===== src/rtl/core_pkg.sv =====
// core_pkg: constants and fetch-state encoding shared by fetch, decode and
// immediate generation.
package core_pkg;
    localparam logic [31:0] NOP_INSTR = 32'h0000_0013;
    localparam logic [6:0]  OP_IMM    = 7'b0010011;
    localparam logic [6:0]  LOAD      = 7'b0000011;
    localparam logic [6:0]  STORE     = 7'b0100011;
    localparam logic [6:0]  BRANCH    = 7'b1100011;
    typedef enum logic [1:0] {IDLE, FETCH, HOLD, DISCARD} fetch_state_t;
endpackage


===== src/rtl/fetch_skid_buf.sv =====
// fetch_skid_buf: one-entry {pc, instr} buffer that catches a word acked while
// decode is stalled; clear takes priority over load.
module fetch_skid_buf (
    input  logic        clk_i,
    input  logic        rst_i,
    input  logic        i_load,
    input  logic        i_clear,
    input  logic [31:0] i_pc,
    input  logic [31:0] i_instr,
    output logic        o_full,
    output logic [31:0] o_pc,
    output logic [31:0] o_instr
);
    logic        r_full;
    logic [31:0] r_pc;
    logic [31:0] r_instr;

    always_ff @(posedge clk_i or negedge rst_i) begin
        if (!rst_i) begin
            r_full  <= 1'b0;
            r_pc    <= '0;
            r_instr <= '0;
        end else if (i_clear) begin
            r_full <= 1'b0;
        end else if (i_load) begin
            r_full  <= 1'b1;
            r_pc    <= i_pc;
            r_instr <= i_instr;
        end
    end

    assign o_full  = r_full;
    assign o_pc    = r_pc;
    assign o_instr = r_instr;
endmodule


===== src/rtl/instr_fetch_unit.sv =====
// instr_fetch_unit: PC owner, instruction-memory requester and IF/ID register
// with stall skid buffering, branch redirect and in-flight request discard.
module instr_fetch_unit #(
    parameter logic [31:0] RESET_PC  = 32'h0000_0000,
    parameter logic [31:0] NOP_INSTR = core_pkg::NOP_INSTR
) (
    input  logic        clk_i,
    input  logic        rst_i,
    input  logic        start_i,
    input  logic        stall_i,
    input  logic        branch_taken_i,
    input  logic [31:0] branch_target_i,
    output logic        imem_req_o,
    output logic [31:0] imem_addr_o,
    input  logic        imem_ack_i,
    input  logic [31:0] imem_data_i,
    output logic [31:0] pc_o,
    output logic [31:0] instr_o,
    output logic        valid_o
);
    import core_pkg::*;

    fetch_state_t r_state;
    logic [31:0]  r_pc;
    logic [31:0]  r_disc_addr;
    logic [31:0]  r_if_pc;
    logic [31:0]  r_if_instr;
    logic         r_if_valid;
    logic         w_req;
    logic [31:0]  w_target;
    logic         w_skid_load;
    logic         w_skid_clear;
    logic         w_skid_full;
    logic [31:0]  w_skid_pc;
    logic [31:0]  w_skid_instr;

    assign w_req        = (r_state == FETCH) || (r_state == DISCARD);
    assign w_target     = branch_target_i & ~32'h3;
    assign w_skid_load  = (r_state == FETCH) && imem_ack_i && stall_i && !branch_taken_i;
    assign w_skid_clear = ((r_state != IDLE) && branch_taken_i) || ((r_state == HOLD) && !stall_i);

    fetch_skid_buf u_skid (
        .clk_i   (clk_i),
        .rst_i   (rst_i),
        .i_load  (w_skid_load),
        .i_clear (w_skid_clear),
        .i_pc    (r_pc),
        .i_instr (imem_data_i),
        .o_full  (w_skid_full),
        .o_pc    (w_skid_pc),
        .o_instr (w_skid_instr)
    );

    always_ff @(posedge clk_i or negedge rst_i) begin
        if (!rst_i) begin
            r_state     <= IDLE;
            r_pc        <= RESET_PC;
            r_disc_addr <= RESET_PC;
            r_if_pc     <= '0;
            r_if_instr  <= NOP_INSTR;
            r_if_valid  <= 1'b0;
        end else if (r_state == IDLE) begin
            if (start_i) r_state <= FETCH;
        end else if (branch_taken_i) begin
            // A request already on the bus must still complete at its old address
            r_if_valid <= 1'b0;
            r_if_instr <= NOP_INSTR;
            r_pc       <= w_target;
            r_state    <= (w_req && !imem_ack_i) ? DISCARD : FETCH;
            if (r_state == FETCH) r_disc_addr <= r_pc;
        end else begin
            case (r_state)
                FETCH: begin
                    if (imem_ack_i) begin
                        r_pc <= r_pc + 32'd4;
                        if (stall_i) begin
                            r_state <= HOLD;
                        end else begin
                            r_if_pc    <= r_pc;
                            r_if_instr <= imem_data_i;
                            r_if_valid <= 1'b1;
                        end
                    end else if (!stall_i) begin
                        r_if_instr <= NOP_INSTR;
                        r_if_valid <= 1'b0;
                    end
                end
                HOLD: begin
                    if (!stall_i) begin
                        r_if_pc    <= w_skid_pc;
                        r_if_instr <= w_skid_instr;
                        r_if_valid <= w_skid_full;
                        r_state    <= FETCH;
                    end
                end
                DISCARD: if (imem_ack_i) r_state <= FETCH;
                default: ;
            endcase
        end
    end

    assign imem_req_o  = w_req;
    assign imem_addr_o = (r_state == DISCARD) ? r_disc_addr : r_pc;
    assign pc_o        = r_if_pc;
    assign instr_o     = r_if_instr;
    assign valid_o     = r_if_valid;
endmodule


===== config.mk =====
export PLATFORM = sky130hd
export DESIGN_NAME = instr_fetch_unit
export DESIGN_NICKNAME = d
export VERILOG_FILES = /design/src/rtl/core_pkg.sv /design/src/rtl/fetch_skid_buf.sv /design/src/rtl/instr_fetch_unit.sv
export SDC_FILE = /design/constraint.sdc
export NUM_CORES = 1
export LEC_CHECK = 0
export ABC_CLOCK_PERIOD_IN_PS = 1800
export BUFFER_PORTS_ARGS = -buffer_cell sky130_fd_sc_hd__buf_2
export CORE_UTILIZATION = 38
export CTS_CLUSTER_SIZE = 30
export DETAILED_ROUTE_END_ITERATION = 10
export MAX_ROUTING_LAYER = met4
export PLACE_DENSITY_LB_ADDON = 0.25
export SETUP_SLACK_MARGIN = 0.4
export SYNTH_ARGS = -nofsm -noshare
export SYNTH_HDL_FRONTEND = slang
export SYNTH_SLANG_ARGS = --single-unit

===== constraint.sdc =====
create_clock -name clk_i -period 1.8 [get_ports clk_i]
set_input_delay 0.36 -clock clk_i [delete_from_list [all_inputs] [get_ports clk_i]]
set_output_delay 0.36 -clock clk_i [all_outputs]
set_load 0.02 [all_outputs]

==> reports/qor.yml <==
maxCapViolCount: 0
min_from: "branch_target_i[25]"
yosys_warnings: 0
die_h_um: 156
cts_made_buffers: 17
drt_iter0_markers: 533
dp_hpwl_um: 14800
fmax_mhz: 475
io_buffers: 161
min_to: "r_pc[25]"
clk_pin_slew_worst_paths_ps: 80
core_sq_mm: 0.0228
die_area_sq_mm: 0.0242
cp_max_fo: 10
gp_congestion: 0.764
power_density_mw_per_mm2: 1780
viasPerCell: 5.24
drtAntennaViolNets: 0
hold_viol_final: 0
rsz0062_at_grt: "true"
peakVddDrop_mv: 0.883
violations: "setup timing"
cts_sinks: 188
fin_nets: 1104
core.rowCount: 55
path_class: "reg2out"
min_path_cells: 3
wl_per_cell_um: 19.0
fill_cells: 2042
hp-class: "in2reg"
drt_first_pass_iters: 5
reg2reg_slack_ps: -160
drv_slew: 0
r2r_cells: 8
post-route-util: 0.542
cts_tree: "done"
rr_startpoint: "r_state[0]"
remaining_drc_errors: 0
yosys_register_bits: 188
grt-ovfl-total: 0
grt_max_degree: 65
vias: 7118
h-tree-depth: 4
syn_inst: 812
final_cell_area_sq_mm: 0.0124
yosysUniqueCellTypes: 55
grt_usage: 0.220
end_kind: "primary output"
status: "finished with violations"
skew_ps: 10.0
synth_edf_count: 0
syn2layout_area_growth_pct: 38.4
antenna_found_initial: 4
r2r_end: "r_disc_addr[12]"
seq_area_frac_synth: 0.526
synth_ff_type: "dfrtp_1"
routed_wl_um: 25900
setup_ws_ps: -305
setup_viol: 115
leakagePower_nw: 5.71
synth-async-reset-ratio: 1.00
grt_pass1_wl_um: 39500
start_kind: "flip-flop"
period_share: 1.17
clockRootBuffer: "clkbuf_16"
avgSynthCellArea_sq_um: 11.0
clk_latency_ps: 440
clock_path_buffers: 2
start_util: 0.392
worstPathArrival_ps: 1740
io-pin-count: 168
post-route-min-period_ps: 2100
synth_area_sq_mm: 0.00895
required_ps: 1440
die_x_um: 156
grt_pass1_vias: 7002
dpl_cell_area_sq_mm: 0.0105
drive_above_1_share: 0.462
[what timing repair did]
action / in CTS / in global routing
pin swaps: 9 / 32
hold buffers: 1 / 0
buffers inserted: 16 / 14
setup endpoints to repair: 222 / 222
resized for setup: 87 / 50
endpoints found under the hold margin: 27 / 0
gates cloned: 12 / 5
[stage by stage]
| stage | power (mW) | TNS (ps) | hold WS [ps] | setup slack, ps | std cells |
|---|---|---|---|---|---|
| 2_1_floorplan | 12.8 | 0 | 64.4 | 52.3 | 815 |
| 3_3_place_gp | 15.6 | -3630 | 288 | -62.7 | 1274 |
| 3_5_place_dp | 15.8 | -4830 | 287 | -95.5 | 1274 |
| 4_1_cts | 21.6 | -15380 | 157 | -319 | 1335 |
| 5_1_grt | 23.4 | -26780 | 147 | -362 | 1358 |
| 6_report | 22.1 | -16080 | 162 | -305 | 1358 |
[worst max-delay path: stages (launching register included)]
cell     delay, ps
dfrtp_2        400
ha_4           230
buf_12         160
mux2_2         340
buf_4          160
[cell families (layout without fill, tap and decap cells)]
kind of cell | after synthesis | after routing | synth area share
flops | 188 | 188 | 0.526
mux | 155 | 155 | 0.190
other cells | 1 | 8 | 0.000419
compound gates | 193 | 193 | 0.130
fa+ha+maj | 6 | 6 | 0.00838
buf+inv | 90 | 316 | 0.0456
simple gates | 179 | 179 | 0.0998
[cell usage after synthesis, drive strengths merged, types with 4 or more instances]
cell	count	area, sq um
o22ai	17	106
inv	12	45.0
buf	38	209
mux2	119	1340
nand4	13	118
and3	10	63.8
dfrtp	185	4630
and4	4	35.0
a22oi	33	248
nand2	85	319
nor2	23	86.3
ha	6	75.1
o21ai	84	420
nor4	4	31.3
clkbuf	40	154
a21oi	29	145
a21o	5	37.5
nor3	13	65.1
mux2i	36	360
nand3	12	60.1
[per-layer routing]
layer  global-route usage  vias to the layer above  wire [um]
met5                    -                        -          0
met4               0.0518                        0        297
met3               0.0479                       22       1240
met2                0.356                      181      12500
met1                0.283                     3553      11800
li1                     -                     3362          -
[worst max path at each step]
stage / from / end / slack, ps / depth (start not counted)
final: r_state[1] / imem_addr_o[18] / -300 / 4
after global routing: r_state[1] / imem_addr_o[22] / -360 / 4
after CTS: r_state[1] / imem_addr_o[25] / -320 / 4
after detailed placement: r_state[0] / r_disc_addr[5] / -100 / 7
after global placement: r_state[0] / r_disc_addr[11] / -60 / 7
after floorplan: r_state[0] / r_state[0] / 50 / 6
[report_power, final]
group	internal, mW	switching (mW)	total [mW]
sequential	6.04	1.15	7.20
clock	1.99	1.90	3.90
combinational	5.59	5.41	11.0
total	13.6	8.46	22.1
[registers in the layout, summed over array words and instances, names as in the netlist]
signal          count
r_disc_addr        30
valid_o             1
pc_o               30
u_skid.o_pc        30
u_skid.o_full       1
r_pc               30
u_skid.o_instr     32
r_state             2
instr_o            32
[layout by cell type, fill, tap and decap left out, drive strengths merged, types with 4 or more instances in the layout]
cell and count:
nand4 13, a21oi 29, nor3 13, diode 4, buf 260, and3 10
bufbuf 5, clkbuf 23, a22oi 33, o22ai 17, conb 4, a21o 5
mux2 119, nand3 12, nand2 85, mux2i 36, and4 4, inv 19
nor2 23, nor4 4, dfrtp 185, ha 6, o21ai 84, clkinv 4
[final cells by class]
type | instances | area [sq um] | area share
Clock inverter | 15 | 175 | 0.0141
Multi-Input combinational cell | 537 | 4220 | 0.340
Sequential cell | 188 | 4710 | 0.380
Antenna cell | 4 | 10.0 | 0.000808
Timing Repair Buffer | 272 | 2410 | 0.195
Clock buffer | 17 | 425 | 0.0343
Inverter | 12 | 51.3 | 0.00414
Tap cell | 313 | 392 | 0.0316
Power figures use the tool's default switching activity.
